[src/rtl/up_down_counter_mod.sv]
// -----------------------------------------------------------------------------
// up_down_counter_mod
//   Parametrised up/down counter with programmable width, modulus (MAX_VAL),
//   per-cycle step size and wrap-or-saturate behaviour at the range ends.
//   Supports parallel load, count enable, a terminal-count flag, and
//   single-cycle overflow/underflow pulses.
//
//   Priority on each rising edge: rst > load > en; otherwise the counter holds.
//   The count never leaves 0..MAX_VAL. This holds even if load_val or step
//   exceed MAX_VAL, because both are clamped first.
//
// Parameters
//   WIDTH     counter width in bits (>= 2)
//   MAX_VAL   top of the count range (<= 2**WIDTH-1)
//   SATURATE  0 = modulo wrap at the range ends, 1 = clamp at 0 / MAX_VAL
//
// Ports
//   clk       clock; all state updates on posedge
//   rst       synchronous reset, active-high
//   en        count enable
//   dir       1 = count up, 0 = count down
//   load      parallel load strobe
//   load_val  value loaded when load=1 (clamped to MAX_VAL)
//   step      amount added/subtracted per enabled cycle (clamped to MAX_VAL)
//   count     current count (registered)
//   tc        terminal count; combinational from count and dir
//   ovf       registered overflow pulse
//   unf       registered underflow pulse
// -----------------------------------------------------------------------------
module up_down_counter_mod #(
  parameter int WIDTH    = 4,
  parameter int MAX_VAL  = 2**WIDTH-1,
  parameter bit SATURATE = 1'b0
) (
  input  logic             clk,
  input  logic             rst,
  input  logic             en,
  input  logic             dir,
  input  logic             load,
  input  logic [WIDTH-1:0] load_val,
  input  logic [WIDTH-1:0] step,
  output logic [WIDTH-1:0] count,
  output logic             tc,
  output logic             ovf,
  output logic             unf
);

  localparam logic [WIDTH-1:0] MAX_V      = WIDTH'(MAX_VAL);
  // The modulus needs one more bit than the count when the range is full.
  localparam logic [WIDTH:0]   MOD        = (WIDTH+1)'(MAX_VAL + 1);
  localparam bit               FULL_RANGE = (MAX_VAL == 2**WIDTH-1);

  logic [WIDTH-1:0] step_eff;
  logic [WIDTH-1:0] load_eff;
  logic [WIDTH:0]   sum;
  logic [WIDTH-1:0] wrap_up;
  logic [WIDTH-1:0] wrap_dn;
  logic [WIDTH-1:0] next_count;
  logic             next_ovf;
  logic             next_unf;

  // With a full-width range, no input value can exceed MAX_VAL. The clamp is
  // therefore only built for a reduced modulus.
  generate
    if (FULL_RANGE) begin : g_no_clamp
      assign step_eff = step;
      assign load_eff = load_val;
    end else begin : g_clamp
      assign step_eff = (step     > MAX_V) ? MAX_V : step;
      assign load_eff = (load_val > MAX_V) ? MAX_V : load_val;
    end
  endgenerate

  // The up sum is formed one bit wider than the count, so a crossing of
  // MAX_VAL is always visible. The wrapped results always land back in
  // 0..MAX_VAL, so truncating them to WIDTH bits is exact.
  assign sum     = {1'b0, count} + {1'b0, step_eff};
  assign wrap_up = WIDTH'(sum - MOD);
  assign wrap_dn = WIDTH'({1'b0, count} + MOD - {1'b0, step_eff});

  assign tc = dir ? (count == MAX_V) : (count == '0);

  always_comb begin
    // NOTE: every output of this block gets a default before any branch. This
    // keeps the logic purely combinational, so no latch is inferred.
    next_count = count;
    next_ovf   = 1'b0;
    next_unf   = 1'b0;
    if (load) begin
      next_count = load_eff;
    end else if (en) begin
      if (dir) begin
        if (sum > {1'b0, MAX_V}) begin
          next_ovf   = 1'b1;
          next_count = SATURATE ? MAX_V : wrap_up;
        end else begin
          next_count = WIDTH'(sum);
        end
      end else begin
        if (step_eff > count) begin
          next_unf   = 1'b1;
          next_count = SATURATE ? '0 : wrap_dn;
        end else begin
          next_count = count - step_eff;
        end
      end
    end
  end

  always_ff @(posedge clk) begin
    // NOTE: state is updated with non-blocking assignments. All registers
    // therefore sample their inputs from before the edge, with no race
    // between flops.
    if (rst) begin
      count <= '0;
      ovf   <= 1'b0;
      unf   <= 1'b0;
    end else begin
      count <= next_count;
      ovf   <= next_ovf;
      unf   <= next_unf;
    end
  end

endmodule

[config.mk]
export PLATFORM = sky130hd
export DESIGN_NAME = up_down_counter_mod
export DESIGN_NICKNAME = d
export VERILOG_FILES = /design/src/rtl/up_down_counter_mod.sv
export SDC_FILE = /design/constraint.sdc
export NUM_CORES = 1
export LEC_CHECK = 0
export ABC_AREA = 1
export CORE_MARGIN = 5
export CORE_UTILIZATION = 39
export CTS_BUF_LIST = sky130_fd_sc_hd__clkbuf_4
export DETAILED_ROUTE_END_ITERATION = 10
export GPL_TIMING_DRIVEN = 0
export PLACE_DENSITY = 0.74
export SLEW_MARGIN = 20
export SYNTH_ARGS = -nofsm -noshare
export SYNTH_HDL_FRONTEND = slang
export SYNTH_SLANG_ARGS = --single-unit
[constraint.sdc]
create_clock -name clk -period 3.15 [get_ports clk]
set_input_delay 0.63 -clock clk [delete_from_list [all_inputs] [get_ports clk]]
set_output_delay 0.63 -clock clk [all_outputs]
set_load 0.05 [all_outputs]
==> results.py, run 1 <==
metrics = {
    "status": {
        "status": "finished clean",
    },
    "sta": {
        "tns_ns": 0,
        "max_slew_margin": 0.668,
        "fin_crit_sh": 0.944,
        "setup_viol": 0,
        "tightest_slew_ns": 0.496,
        "slew_violations": 0,
        "clock.fmax_mhz": 336,
        "worst_slack_ns": 0.177,
        "fin_skew_ns": 0.00955,
        "period_minus_slack_ns": 2.97,
        "rsz0062_at_grt": "no",
        "hold_violations": 0,
    },
    "logic_synthesis": {
        "yosysTopAreaCellShare": 0.222,
        "yosys.area.top_type": "dfxtp_1",
        "netlist_instances": 72,
        "async_flop_share": 0,
        "synthFlopType": "dfxtp_1",
        "synth.top_cells.by_area": "dfxtp_1 (22%), ha_1 (19%), inv_1 (8.3%)",
        "ys_seq_elements": 6,
        "syn_nets": 95,
        "synth_cell_types": 23,
        "synthesis.area_um2": 541,
        "synth-seq-area-share": 0.222,
        "ys_warn_count": 0,
        "synth_edf_count": 0,
        "avgSynthCellArea_um2": 7.51,
    },
    "pwr": {
        "ir_drop_uv": 208,
        "p_int_w": 0.000171,
        "powerDensity_mw_per_mm2": 352,
        "clkPwrFrac": 0.269,
        "combPwrFrac": 0.403,
        "p_sw_w": 0.000100,
        "switching_share": 0.369,
        "leakage_nw": 0.362,
        "seqPwrFrac": 0.327,
    },
    "global_route": {
        "antenna_found_initial": 0,
        "grt.busiest_layer": "met2",
        "grt_remaining_overflow": 0,
        "grt_pass1_vias": 522,
        "use_met1": 0.159,
        "track_usage": 0.136,
        "grt_max_degree": 8,
        "met2_usage": 0.219,
        "grt_pass1_wl_um": 2130,
        "grtUsageMet3": 0.0613,
    },
    "floorplanning": {
        "die_x_um": 47.2,
        "die_h_um": 47.2,
        "ios": 20,
        "rows": 13,
        "die_area_mm2": 0.00223,
        "core-area_mm2": 0.00130,
        "start_util": 0.415,
    },
    "detailed_routing": {
        "vias": 556,
        "ant_nets": 0,
        "drtIter0Drc": 5,
        "wl_per_cell_um": 11.8,
        "vias_per_cell": 5.10,
        "routed_wl_um": 1290,
        "drt_first_pass_iters": 4,
        "drc": 0,
    },
    "layout": {
        "layout.cells.most_common": "clkdlybuf4s50_1",
        "nNetsFinal": 119,
        "final_layout_size_suffix_gt1_frac": 0.0957,
        "multi_input_area_um2": 364,
        "syn_to_final_growth_pct": 42.8,
        "final_cell_mix": "clkdlybuf4s50_1 (19), inv_1 (12), nand2_1 (12)",
        "antenna_cells": 0,
        "seqCellArea_um2": 120,
        "nFillCells": 138,
    },
    "clocking": {
        "cts.htree.levels": 1,
        "path_clk_slew_ns": 0.04,
        "cts.path.max_buffers": 2,
        "cts.root.buffer_cell": "clkbuf_4",
        "clock-sinks": 6,
        "insertion_delay_ns": 0.25,
        "post_cts_buffers": 0,
        "cts_resized": 0,
        "cts_tree": "built",
        "cts_made_buffers": 3,
        "ctsHoldBuffers": 0,
    },
    "critical_path": {
        "end_kind": "output port",
        "path_max_fanout": 7,
        "start_kind": "input port",
        "cp_data_arrival_time_ns": 2.34,
        "regToRegSetupSlack_ns": 1.49,
        "worstPathRequired_ns": 2.52,
        "worstSetupPathType": "input port to output port",
    },
    "placed_design": {
        "dp_hpwl_um": 1030,
        "gp_congestion": 0.818,
        "portBuffers": 19,
        "pre_cts_ws_ns": 0.201,
    },
    "hold_path": {
        "min_path_type": "flip-flop to flip-flop",
    },
    "job": {
        "maxCapViolations": 0,
    },
}
cells by family (layout without fill, tap and decap cells):
family,after synthesis,count (layout),synth area share
AND/OR/NAND/NOR,26,26,0.229
XOR/XNOR,1,1,0.0162
flip-flops,6,6,0.222
buffers and inverters,15,37,0.104
adder cells (fa/ha/maj),10,10,0.259
AO/OA/AOI/OAI,14,14,0.169
metrics by stage:
stage,hold slack (ns),util,cell area (um2),total power (W),cells
6_report,0.603,0.593,772,0.000271,109
5_1_grt,0.660,0.593,772,0.000289,109
4_1_cts,0.621,0.593,772,0.000272,109
3_5_place_dp,0.605,0.576,749,0.000200,106
3_3_place_gp,0.585,0.576,749,0.000198,106
2_1_floorplan,0.692,-,541,0.000157,72
synthesized netlist by cell type, types with 2 or more instances:
library cell and n:
nor2_1 4, fa_1 2, nand4_1 2, nand2_1 12, o221ai_1 2, ha_1 8, a21oi_1 5, inv_1 12
dfxtp_1 6, a21oi_2 2, nand3_1 3, o21ai_1 2, inv_2 2
power by group through the flow:
| stage | Combinational (W) | Sequential, W | Clock [W] |
|---|---|---|---|
| 3_5_place_dp | 0.000110 | 0.0000907 | 0 |
| 3_3_place_gp | 0.000108 | 0.0000904 | 0 |
| 2_1_floorplan | 0.0000525 | 0.000105 | 0 |
| 5_1_grt | 0.000120 | 0.0000902 | 0.0000787 |
| 6_report | 0.000110 | 0.0000888 | 0.0000731 |
| 4_1_cts | 0.000110 | 0.0000892 | 0.0000727 |
worst max-delay path, stage by stage:
cell,delay [ns]
clkdlybuf4s50_1,0.53
inv_1,0.18
nand4_1,0.11
o21ai_1,0.08
clkdlybuf4s50_1,0.82
registers in the layout, summed over array words and instances (netlist names):
register  cells
count         4
unf           1
ovf           1
layer usage:
metal | routed length (um) | up-vias
li1 | - | 287
met1 | 570 | 244
met2 | 611 | 19
met3 | 89 | 6
met4 | 19 | 0
met5 | 0 | -
path summary, 6_finish.rpt:
check	from	to	cells after the start
min	count[2]	count[2]	2
max reg2reg	count[0]	count[2]	8
max	dir	tc	5
min reg2reg	count[2]	count[2]	2
layout make-up:
cell class,instances,area share
flip-flops and latches,6,0.156
well taps,15,0.0243
clock buffers,3,0.0292
inverters,15,0.0729
repair buffers,19,0.246
multi-input cells,51,0.472
(Power assumes the default switching activity.)
==> run 2, diff against run 1 <==
--- a/config.mk
+++ b/config.mk
@@ -12,7 +12,7 @@
 export DETAILED_ROUTE_END_ITERATION = 10
 export GPL_TIMING_DRIVEN = 0
 export PLACE_DENSITY = 0.74
-export SLEW_MARGIN = 20
+export SLEW_MARGIN = 5
 export SYNTH_ARGS = -nofsm -noshare
 export SYNTH_HDL_FRONTEND = slang
 export SYNTH_SLANG_ARGS = --single-unit
==> results of run 2 <==
Same layout as run 1: the final DEF is identical, and so are final timing and power.
